<file path="src/rtl/vga_pixel_fetch_if.sv">
`default_nettype none
// ============================================================================
// vga_pixel_fetch_if : timing-generator, frame-RAM and pixel-output bundle
// Revision 1.0
// ============================================================================
interface vga_pixel_fetch_if #(
    parameter int AW = 15
);
    logic [9:0]    hCount;
    logic [8:0]    vCount;
    logic          hSyncIn;
    logic          vSyncIn;
    logic          activeIn;
    logic          showEdges;
    logic [7:0]    threshold;
    logic          frameReady;
    logic [AW-1:0] rdAddr;
    logic          rdBank;
    logic [7:0]    rdData;
    logic          writeBank;
    logic          swapAck;
    logic [7:0]    r;
    logic [7:0]    g;
    logic [7:0]    b;
    logic          hSyncOut;
    logic          vSyncOut;
    logic          activeOut;

    modport master (
        output hCount, vCount, hSyncIn, vSyncIn, activeIn,
        output showEdges, threshold, frameReady, rdData,
        input  rdAddr, rdBank, writeBank, swapAck,
        input  r, g, b, hSyncOut, vSyncOut, activeOut
    );

    modport slave (
        input  hCount, vCount, hSyncIn, vSyncIn, activeIn,
        input  showEdges, threshold, frameReady, rdData,
        output rdAddr, rdBank, writeBank, swapAck,
        output r, g, b, hSyncOut, vSyncOut, activeOut
    );
endinterface
`default_nettype wire

</file>
<file path="src/rtl/vga_pixel_fetch.sv">
`default_nettype none
// ============================================================================
// vga_pixel_fetch : frame-buffer address generation, SCALEx upscale, edge
//                   overlay and display/write bank swap at vertical blank
// Revision 1.0
// ============================================================================
module vga_pixel_fetch #(
    parameter int          HACTIVE  = 640,
    parameter int          VACTIVE  = 480,
    parameter int          SCALE    = 4,
    parameter int          IMG_W    = 160,
    parameter int          IMG_H    = 120,
    parameter int          AW       = 15,
    parameter logic [23:0] EDGE_RGB = 24'h00FF00
) (
    input  wire logic        vgaClk,
    input  wire logic        rst,
    vga_pixel_fetch_if.slave bus
);
    localparam int         SHIFT   = $clog2(SCALE);
    localparam logic [0:0] IDLE    = 1'b0;
    localparam logic [0:0] PENDING = 1'b1;

    generate
        if ((IMG_W * SCALE != HACTIVE) || (IMG_H * SCALE != VACTIVE) ||
            ((2 ** AW) < (IMG_W * IMG_H))) begin : g_param_check
            $error("vga_pixel_fetch: inconsistent image geometry parameters");
        end
    endgenerate

    logic [AW-1:0] line_base;
    logic [AW-1:0] rd_addr;
    logic          line_end;
    logic          frame_end;

    // Last pixel of the final display line that maps onto one stored image row.
    assign line_end  = bus.activeIn && (bus.hCount == 10'(HACTIVE - 1)) &&
                       ((bus.vCount & 9'(SCALE - 1)) == 9'(SCALE - 1));
    assign frame_end = (bus.vCount == 9'(VACTIVE)) && (bus.hCount == 10'd0);

    always_ff @(posedge vgaClk or posedge rst) begin
        if (rst) begin
            line_base <= '0;
            rd_addr   <= '0;
        end else begin
            if (frame_end)
                line_base <= '0;
            else if (line_end)
                line_base <= line_base + AW'(IMG_W);
            if (bus.activeIn)
                rd_addr <= line_base + AW'(bus.hCount >> SHIFT);
        end
    end

    logic [2:0] act_pipe;
    logic [2:0] hs_pipe;
    logic [2:0] vs_pipe;
    logic [7:0] pix_r;
    logic [7:0] pix_g;
    logic [7:0] pix_b;

    // act_pipe[1] lines up with rdData, bit 2 with the registered colour.
    always_ff @(posedge vgaClk or posedge rst) begin
        if (rst) begin
            act_pipe <= 3'b000;
            hs_pipe  <= 3'b111;
            vs_pipe  <= 3'b111;
            pix_r    <= 8'h00;
            pix_g    <= 8'h00;
            pix_b    <= 8'h00;
        end else begin
            act_pipe <= {act_pipe[1:0], bus.activeIn};
            hs_pipe  <= {hs_pipe[1:0], bus.hSyncIn};
            vs_pipe  <= {vs_pipe[1:0], bus.vSyncIn};
            if (!act_pipe[1]) begin
                {pix_r, pix_g, pix_b} <= 24'h000000;
            end else if (bus.showEdges && (bus.rdData >= bus.threshold)) begin
                {pix_r, pix_g, pix_b} <= EDGE_RGB;
            end else begin
                {pix_r, pix_g, pix_b} <= {bus.rdData, bus.rdData, bus.rdData};
            end
        end
    end

    logic [0:0] state;
    logic [0:0] state_next;
    logic       swap_fire;
    logic       disp_bank;
    logic       swap_ack;

    always_ff @(posedge vgaClk or posedge rst) begin
        if (rst)
            state <= IDLE;
        else
            state <= state_next;
    end

    // Extra frameReady pulses while PENDING collapse into the one swap.
    always_comb begin
        state_next = state;
        case (state)
            IDLE: begin
                if (bus.frameReady && !frame_end)
                    state_next = PENDING;
            end
            PENDING: begin
                if (frame_end)
                    state_next = IDLE;
            end
            default: state_next = IDLE;
        endcase
    end

    always_comb begin
        swap_fire = 1'b0;
        if (frame_end && ((state == PENDING) || bus.frameReady))
            swap_fire = 1'b1;
    end

    always_ff @(posedge vgaClk or posedge rst) begin
        if (rst) begin
            disp_bank <= 1'b0;
            swap_ack  <= 1'b0;
        end else begin
            swap_ack <= swap_fire;
            if (swap_fire)
                disp_bank <= ~disp_bank;
        end
    end

    assign bus.rdAddr    = rd_addr;
    assign bus.rdBank    = disp_bank;
    assign bus.writeBank = ~disp_bank;
    assign bus.swapAck   = swap_ack;
    assign bus.r         = pix_r;
    assign bus.g         = pix_g;
    assign bus.b         = pix_b;
    assign bus.hSyncOut  = hs_pipe[2];
    assign bus.vSyncOut  = vs_pipe[2];
    assign bus.activeOut = act_pipe[2];
endmodule
`default_nettype wire
</file>
<file path="src/flat_wrapper.sv">
// flat-port wrapper written by rule: the top's interface ports become plain ports
module vga_pixel_fetch_flat 
#(
    parameter int          HACTIVE  = 640,
    parameter int          VACTIVE  = 480,
    parameter int          SCALE    = 4,
    parameter int          IMG_W    = 160,
    parameter int          IMG_H    = 120,
    parameter int          AW       = 15,
    parameter logic [23:0] EDGE_RGB = 24'h00FF00
)
  (vgaClk, rst, bus_hCount, bus_vCount, bus_hSyncIn, bus_vSyncIn, bus_activeIn, bus_showEdges, bus_threshold, bus_frameReady, bus_rdData, bus_rdAddr, bus_rdBank, bus_writeBank, bus_swapAck, bus_r, bus_g, bus_b, bus_hSyncOut, bus_vSyncOut, bus_activeOut);
  vga_pixel_fetch_if #(.AW(AW)) bus_i ();
  input  wire logic vgaClk;
  input  wire logic rst;
  input wire logic [$bits(bus_i.hCount)-1:0] bus_hCount;
  input wire logic [$bits(bus_i.vCount)-1:0] bus_vCount;
  input wire logic [$bits(bus_i.hSyncIn)-1:0] bus_hSyncIn;
  input wire logic [$bits(bus_i.vSyncIn)-1:0] bus_vSyncIn;
  input wire logic [$bits(bus_i.activeIn)-1:0] bus_activeIn;
  input wire logic [$bits(bus_i.showEdges)-1:0] bus_showEdges;
  input wire logic [$bits(bus_i.threshold)-1:0] bus_threshold;
  input wire logic [$bits(bus_i.frameReady)-1:0] bus_frameReady;
  input wire logic [$bits(bus_i.rdData)-1:0] bus_rdData;
  output wire logic [$bits(bus_i.rdAddr)-1:0] bus_rdAddr;
  output wire logic [$bits(bus_i.rdBank)-1:0] bus_rdBank;
  output wire logic [$bits(bus_i.writeBank)-1:0] bus_writeBank;
  output wire logic [$bits(bus_i.swapAck)-1:0] bus_swapAck;
  output wire logic [$bits(bus_i.r)-1:0] bus_r;
  output wire logic [$bits(bus_i.g)-1:0] bus_g;
  output wire logic [$bits(bus_i.b)-1:0] bus_b;
  output wire logic [$bits(bus_i.hSyncOut)-1:0] bus_hSyncOut;
  output wire logic [$bits(bus_i.vSyncOut)-1:0] bus_vSyncOut;
  output wire logic [$bits(bus_i.activeOut)-1:0] bus_activeOut;
  assign bus_i.hCount = bus_hCount;
  assign bus_i.vCount = bus_vCount;
  assign bus_i.hSyncIn = bus_hSyncIn;
  assign bus_i.vSyncIn = bus_vSyncIn;
  assign bus_i.activeIn = bus_activeIn;
  assign bus_i.showEdges = bus_showEdges;
  assign bus_i.threshold = bus_threshold;
  assign bus_i.frameReady = bus_frameReady;
  assign bus_i.rdData = bus_rdData;
  assign bus_rdAddr = bus_i.rdAddr;
  assign bus_rdBank = bus_i.rdBank;
  assign bus_writeBank = bus_i.writeBank;
  assign bus_swapAck = bus_i.swapAck;
  assign bus_r = bus_i.r;
  assign bus_g = bus_i.g;
  assign bus_b = bus_i.b;
  assign bus_hSyncOut = bus_i.hSyncOut;
  assign bus_vSyncOut = bus_i.vSyncOut;
  assign bus_activeOut = bus_i.activeOut;
  vga_pixel_fetch #(.HACTIVE(HACTIVE), .VACTIVE(VACTIVE), .SCALE(SCALE), .IMG_W(IMG_W), .IMG_H(IMG_H), .AW(AW), .EDGE_RGB(EDGE_RGB)) u_core (.vgaClk(vgaClk), .rst(rst), .bus(bus_i));
endmodule
</file>
<file path="config.mk">
export PLATFORM = sky130hd
export DESIGN_NAME = vga_pixel_fetch_flat
export DESIGN_NICKNAME = d
export VERILOG_FILES = /design/src/rtl/vga_pixel_fetch_if.sv /design/src/rtl/vga_pixel_fetch.sv /design/src/flat_wrapper.sv
export SDC_FILE = /design/constraint.sdc
export NUM_CORES = 1
export LEC_CHECK = 0
export BUFFER_PORTS_ARGS = -buffer_cell sky130_fd_sc_hd__buf_4
export CAP_MARGIN = 0
export CORE_MARGIN = 2
export CORE_UTILIZATION = 51
export CTS_BUF_LIST = sky130_fd_sc_hd__clkbuf_4 sky130_fd_sc_hd__clkbuf_8
export DETAILED_ROUTE_END_ITERATION = 10
export PLACE_DENSITY = 0.84
export SYNTH_ARGS = -nofsm -noshare
export SYNTH_HDL_FRONTEND = slang
export SYNTH_SLANG_ARGS = --single-unit
</file>
<file path="constraint.sdc">
create_clock -name vgaClk -period 2.1 [get_ports vgaClk]
set_input_delay 0.315 -clock vgaClk [delete_from_list [all_inputs] [get_ports vgaClk]]
set_output_delay 0.315 -clock vgaClk [all_outputs]
set_load 0.05 [all_outputs]
</file>
---- Word level (Yosys, flattened, before mapping) ----
Index checks and enable logic that the tools add are counted.
Widths: inputs -> output; s select.
word-level totals
  flip-flop bits (word level) ............. 58
  logic and storage cells ................. 38
  input bits .............................. 42
operators by class
  muxes and demuxes ....................... 10
  reduce and logical (&&, ||, !) cells .... 10
  eq/ne operators ......................... 3
  magnitude comparators ................... 1
  bitwise operators ....................... 2
  $add $sub $neg .......................... 2
operators with widths
  cell                   count
  $mux 8                 4
  $mux 15                2
  $add 15x8->15          1
  $add 15x8->15 const B  1
  $eq 10x10->1 const B   1
  $logic_not 10->1       1
  $eq 9x9->1 const B     1
  $ge 8x8->1             1
  $logic_and 1x1->1      6
  $mux 1                 3
  $eq 2x2->1 const B     1
  $not 1->1              2
  $pmux 1 s2             1
  $reduce_bool 2->1      1
  $logic_not 1->1        1
  $logic_or 1x1->1       1

---- Longest topological paths before layout ----
Gate-level depths: netlist (run 1).
  word-level depth ........................ 6
  gate-level depth with buffers ........... 7
  depth with buffers taken out ............ 6

---- Worst setup path after synthesis (run 1) ----
OpenSTA, ideal clock, no wires.
  path type ............................... input to register
  from .................................... in bus_hCount[7]
  to ...................................... reg u_core.line_base[11]
  slack ................................... 0.164 ns
  data required time ...................... 2.027 ns
  stages .................................. 5
  buffers on the path ..................... 1
  data arrival time ....................... 1.863 ns
  setup time .............................. 0.073 ns
  cells stage by stage .................... or2_1 -> or4_4 -> buf_6 -> or4_4 -> a21oi_2
between the ends
  word-level cells in the longest chain between the ends .. 4
  elaborated cells between the ends (all ways) .. 7
  those cells by class .................... eq/ne: 1; mux: 1; reduce/logical: 5
RTL lines
  what                                RTL line               source
  start: declaration                  flat_wrapper.sv:16     input wire logic [$bits(bus_i.hCount)-1:0] bus_hCount;
  $eq 10x10->1                        vga_pixel_fetch.sv:37  assign line_end = bus.activeIn && (bus.hCount == 10'(HACTIVE - 1)) &&
  $logic_and 1x1->1 (2 in a row)      vga_pixel_fetch.sv:37
  $reduce_bool 2->1 (no source line)  --
  end signal: assignment              vga_pixel_fetch.sv:49  line_base <= line_base + AW'(IMG_W);
  end: declaration                    vga_pixel_fetch.sv:31  logic [AW-1:0] line_base;
Parallel ways exist; a longest one is shown, timed or not.
A chain may end at the register's enable or synchronous reset.

---- Worst setup path after layout (run 1) ----
  from .................................... in bus_hCount[7]
  to ...................................... reg u_core.line_base[14]
The elaborated chain is that of the path after synthesis.

==> out/results.ini, run 1 <==
[synthesis]
synth_top_family_by_area = simple AND/OR/NAND/NOR gates
synth_area_mm2 = 0.00260
syn_inst = 248
ys_seq_elements = 53
synth_xor_area_share_pct = 3.03
synth_top_area_cell = dfrtp_1
synth_area_leaders = dfrtp_1 (45%), ha_1 (6.3%), dfstp_2 (6.1%)
synth_compound_area_share_pct = 12.6
yosysMostFrequentCell = dfrtp_1
synth-adder-area-share_pct = 6.25
ys_seq_area_share_pct = 51.3
synth.distinct_cells = 46
synth_edf_count = 0
syn_area_per_cell_um2 = 10.5
yosysWarningCount = 0
synth_common_cells = dfrtp_1 (47), nor2_1 (23), nand2_1 (16), a21oi_1 (15), ha_1 (13)
synth_top_area_share_pct = 45.2
ys_async_sr_fraction_pct = 100
synthMuxAreaShare_pct = 2.98
syn-num-nets = 303
synth_simple_gate_area_share_pct = 18.1
synth_ff_type = dfrtp_1

[min_path]
holdCritPathClass = input port to flop
min-delay-start = bus_hSyncIn

[timing]
setup_viol_count_final = 0
slew_viol_final = 0
max_freq_mhz = 563
relSlewSlack_pct = 55.7
worst-slew-pin-transition_ns = 0.664
rsz0062_at_grt = false
hold_viol = 0
clock_skew_ns = 0.00726
fin_crit_sh_pct = 84.6
worst_hold_slack_ns = 0.119
period_needed_ns = 1.78
setup_tns_ns = 0

[setup_path]
critPathTopFamily = simple AND/OR/NAND/NOR gates
crit_type = input port to flop
setup.worst_path.start = bus_hCount[7]
cp-end-kind = flop
start_kind = input port
rr_startpoint = u_core.line_base[5]
worst-path-buf-inv = 1
cp_max_fo = 12
cp.arrival_ns = 2.00
crit_required_ns = 2.32
crit_slowest_cell = or4_4
path_cells = buf_4 > or2_1 > or4_4 > or4_1 > a21oi_1
r2r_setup_slack_ns = 0.33
critPathMaxStageDelay_ns = 0.63

[cts]
hold_buffers = 0
cts.sinks = 53
clock_path_buffers = 2
clk_latency_ns = 0.29
cts_resized = 0
cts_tree = built
cts_root_buf = clkbuf_8
cts_max_level = 2
cts_buffers = 5
post_cts_buffers = 0
clkSlewWorstSetupHoldPaths_ns = 0.09

[floorplan]
die_h_um = 75.4
rows = 25
ioPinCount = 87
core_mm2 = 0.00482
die_w_um = 75.4
initial_core_util_pct = 54.0
die_area_mm2 = 0.00569

[cells_and_area]
fin_util_pct = 69.5
antenna_cells = 0
syn2layout_area_growth_pct = 28.7
layout.nets = 383
drive_gt1_share_pct = 36.5

[drt]
routedWlPerCell_um = 15.0
vias = 2117
ant_nets = 0
via_per_inst = 5.35
drt-total-wl_mm = 5.93
drc = 0
dr.pass1.iters = 4
first_iter_violations = 130

[placement]
dp_hpwl_mm = 4.56
portBuffers = 86
place_congestion = 0.920

[power_and_ir_drop]
cellLeakagePower_nw = 1.62
powerDensity_mw_per_mm2 = 644
ir_worst_vdd_mv = 0.510

[flow_run]
drv_cap = 0

[global_route]
grt_pass1_wl_mm = 9.65
grt_pass1_vias = 2094
overflow = 0
grt_usage_pct = 22.3
antenna_found_initial = 0
grt_max_degree = 54

[status]
status = completed

[metal layers]
metal	up-vias	GRT usage, %	wire, um
met5	-	0	0
met4	0	7.60	69
met3	7	4.50	310
met2	66	35.9	3080
met1	1003	30.3	2470
li1	1041	-	-
[through the flow]
step	worst slack, ns	cells	area, um2	total power [mW]
3_5_place_dp	0.0239	388	3260	1.61
4_1_cts	0.320	396	3350	2.19
5_1_grt	0.172	396	3350	2.26
2_1_floorplan	0.164	248	2600	1.43
3_3_place_gp	0.0713	388	3260	1.61
6_report	0.324	396	3350	2.16
[worst paths after layout]
check | endpoint | cells after the start
max | u_core.line_base[14] | 5
min in group asynchronous | u_core.bus.rdAddr[8] | 3
max in group asynchronous | u_core.bus.rdAddr[4] | 3
min reg2reg | u_core.hs_pipe[2] | 0
min | u_core.hs_pipe[0] | 1
max reg2reg | u_core.line_base[7] | 5
[where the power goes]
| group | internal, mW | switching (mW) |
|---|---|---|
| Sequential | 1.07 | 0.0266 |
| Combinational | 0.171 | 0.319 |
| Clock | 0.237 | 0.330 |
| Total | 1.48 | 0.676 |
[cells in the final DEF (no fill, tap or decap), drive strengths merged, types with 3 or more instances in the layout]
master and count:
nand2 16, clkbuf 5, xnor2 9, inv 12
and3 5, buf 90, a21oi 17, o31ai 6
or3 3, nand3 9, nor3 3, or4 8
ha 13, dfstp 6, o21a 8, nor2 23
o21ai 5, dfrtp 47, nand4 8, nor4 6
mux2 6
[sequential cells by signal (all words and copies together), names as in the netlist]
| signal | count |
|---|---|
| u_core.bus.swapAck | 1 |
| u_core.act_pipe | 3 |
| u_core.hs_pipe | 3 |
| u_core.bus.r | 8 |
| u_core.vs_pipe | 3 |
| u_core.bus.rdBank | 1 |
| u_core.bus.rdAddr | 15 |
| u_core.line_base | 10 |
| u_core.bus.g | 8 |
| u_core.state | 1 |
[area by class of cell]
type                    count  area, um2
flip-flops and latches     53       1330
fillers                   405       1470
clock inverters             3       21.3
well taps                  67       83.8
clock buffers               5       68.8
multi-input cells         166       1120
inverters                  12       45.0
repair buffers             90        676
[cell families after synthesis]
group / after synthesis
buf+inv: 29
mux: 7
xor+xnor: 9
simple gates: 88
flops: 53
compound gates: 48
other cells: 1
fa+ha+maj: 13
(Power assumes the default switching activity.)
==> run 2: changes to the inputs <==
- CORE_UTILIZATION: 51 -> 47
- PLACE_DENSITY: 0.84 -> 0.81
- clock period: 2.1 -> 1.46 ns (I/O delays scaled with it)
==> run 2 against run 1 <==
Effect of this change:
- the flow now finishes with violations (setup timing)
- combinational power rose by 69%
- sequential cell count unchanged
- final area rose by 23%
- sequential power grew 45%
==> out/results.ini, run 2 (synthesis gave the netlist of run 1 again) <==
[power_and_ir_drop]
power_mw = 3.29  ; +53%
cellLeakagePower_nw = 1.91  ; +18%
comb_power_share_pct = 25.3  ; +2.6 points
powerDensity_mw_per_mm2 = 803  ; +25%
p_sw_mw = 1.07  ; +59%
p_seq_share_pct = 48.2  ; -2.8 points
p_int_mw = 2.22  ; +50%
swShare_pct = 32.5  ; +1.2 points
clkPwrFrac_pct = 26.5  ; +0.2 points
ir_worst_vdd_mv = 0.713  ; +40%

[setup_path]
path_cells = buf_6 > ha_4 > nand3_4 > and2_4 > a2111o_1 > nand3_2
cp-end-kind = flop
critPathMaxStageDelay_ns = 0.41  ; -0.22 ns
cp.arrival_ns = 1.83  ; -0.17 ns
setup.worst_path.start = u_core.line_base[6]
crit_type = flop to flop
crit_slowest_cell = dfrtp_1
cp_max_fo = 5  ; -7
rr_startpoint = u_core.line_base[6]
start_kind = flop
crit_required_ns = 1.72  ; -0.60 ns

[cells_and_area]
final_cell_mix = buf_4 (128), dfrtp_1 (44), nor2_1 (22)
layout_commonest_cell = buf_4
multi_input_area_mm2 = 0.00139  ; +24%
syn2layout_area_growth_pct = 57.8
nFillCells = 368  ; -9.1%
drive_gt1_share_pct = 55.4  ; +19 points
fin_util_pct = 75.5  ; +5.9 points
layout.nets = 435  ; +14%
stdcell_area_mm2 = 0.00410  ; +23%
antenna_cells = 0  ; unchanged
seqCellArea_mm2 = 0.00134  ; +0.28%
largest_reg_flops = 15  ; unchanged

[drt]
ant_nets = 0  ; unchanged
routedWlPerCell_um = 16.1  ; +7.2%
drt-total-wl_mm = 7.27  ; +23%
drc = 0  ; unchanged
vias = 2426  ; +15%
via_per_inst = 5.36  ; +0.18%
first_iter_violations = 157  ; +21%
dr.pass1.iters = 5  ; +1

[timing]
hold_viol = 0  ; unchanged
slew_viol_final = 0  ; unchanged
setup_tns_ns = -0.604  ; -0.604 ns
max_freq_mhz = 638
relSlewSlack_pct = 64.1  ; +8.3 points
period_needed_ns = 1.57
worst-slew-pin-transition_ns = 0.539  ; -0.125 ns
rsz0062_at_grt = true
setup_viol_count_final = 12  ; +12
fin_crit_sh_pct = 107
setup_ws_ns = -0.108  ; -0.432 ns
clock_skew_ns = 0.00380  ; -0.00346 ns

[global_route]
overflow = 0  ; unchanged
antenna_found_initial = 0  ; unchanged
grt_busiest_layer = met2
use_met1_pct = 29.1  ; -1.2 points
grt_pass1_wl_mm = 11.5  ; +19%
gr-usage-met3_pct = 4.60  ; +0.10 points
grt_pass1_vias = 2407  ; +15%
grt_usage_pct = 23.9  ; +1.6 points
grt_max_degree = 54  ; unchanged
grt_use_met2_pct = 43.3  ; +7.3 points

[status]
violations = setup timing
status = finished, violations left

[cts]
clk_latency_ns = 0.31  ; +0.02 ns
cts.sinks = 53  ; unchanged
cts_tree = built
cts_root_buf = clkbuf_8
cts_max_level = 2  ; unchanged
cts_buffers = 5  ; unchanged
clkSlewWorstSetupHoldPaths_ns = 0.10  ; about the same
clock_path_buffers = 2  ; unchanged

[floorplan]
ioPinCount = 87  ; unchanged
initial_core_util_pct = 47.8  ; -6.2 points
die_area_mm2 = 0.00615  ; +8.1%
die_h_um = 78.4  ; +4.0%
rows = 27  ; +8.0%
die_w_um = 78.4  ; +4.0%
core_mm2 = 0.00544  ; +13%

[placement]
place_congestion = 0.815  ; -11%
portBuffers = 86  ; unchanged
dp_hpwl_mm = 4.94  ; +8.3%
dpl_cell_area_mm2 = 0.00371  ; +14%

[min_path]
min-delay-start = bus_frameReady
holdCritPathClass = input port to flop

[flow_run]
drv_cap = 0  ; unchanged

## run 2: path summary, 6_finish.rpt
| kind | end | slack [ns] | cells past startpoint |
|---|---|---|---|
| setup / recovery | u_core.bus.rdAddr[10] | -0.11 | 6 |
| hold / removal | u_core.state | 0.19 | 3 |
| setup reg to reg | u_core.bus.rdAddr[10] | -0.11 | 6 |
| hold reg to reg | u_core.act_pipe[1] | 0.36 | 0 |
| max in group asynchronous | u_core.hs_pipe[1] | 0.65 | 4 |
| min in group asynchronous | u_core.bus.r[4] | 0.53 | 4 |
## run 2: layout make-up
| cell class | count | share of cell area (%) |
|---|---|---|
| multi-input cells | 167 | 33.9 |
| flip-flops and latches | 53 | 32.6 |
| repair buffers | 141 | 27.5 |
| well taps | 72 | 2.20 |
| clock buffers | 5 | 1.68 |
| inverters | 12 | 1.55 |
| clock inverters | 3 | 0.610 |
## run 2: stage by stage
stage / setup WS (ns) / hold slack (ns) / instances
5_1_grt: -0.162 / 0.204 / 453
3_3_place_gp: -0.358 / 0.312 / 433
4_1_cts: -0.0867 / 0.00239 / 445
2_1_floorplan: -0.212 / 0.223 / 248
6_report: -0.108 / 0.186 / 453
3_5_place_dp: -0.378 / 0.325 / 433
## run 2: power by group through the flow
stage	clock, mW	sequential (mW)	combinational [mW]
after floorplan	0	1.83	0.250
after global placement	0	1.61	0.780
after detailed placement	0	1.61	0.796
after CTS	0.869	1.59	0.818
after global routing	0.937	1.60	0.881
final	0.874	1.59	0.832
## run 2: repair_timing
action | CTS | global route
gates cloned | 1 | 0
endpoints found under the setup margin | 32 | 23
pin swaps | 7 | 12
resized for setup | 28 | 19
hold buffers | 1 | 2
hold endpoints to repair | 47 | 2
buffers inserted | 2 | 6
## run 2: worst max-delay path, delay by kind of cell, from the launching register on
| family | cells | cell delay [ns] |
|---|---|---|
| flip-flops | 1 | 0.41 |
| AO/OA/AOI/OAI | 1 | 0.38 |
| AND/OR/NAND/NOR | 3 | 0.31 |
| adder cells (fa/ha/maj) | 1 | 0.28 |
| buffers and inverters | 1 | 0.14 |
## run 2: routing by layer
metal	part of all wire, %	wire [um]	vias to the layer above
met5	0	0	-
met4	1.3	98	0
li1	-	-	1147
met3	5.6	404	8
met2	54	3930	91
met1	39	2840	1180
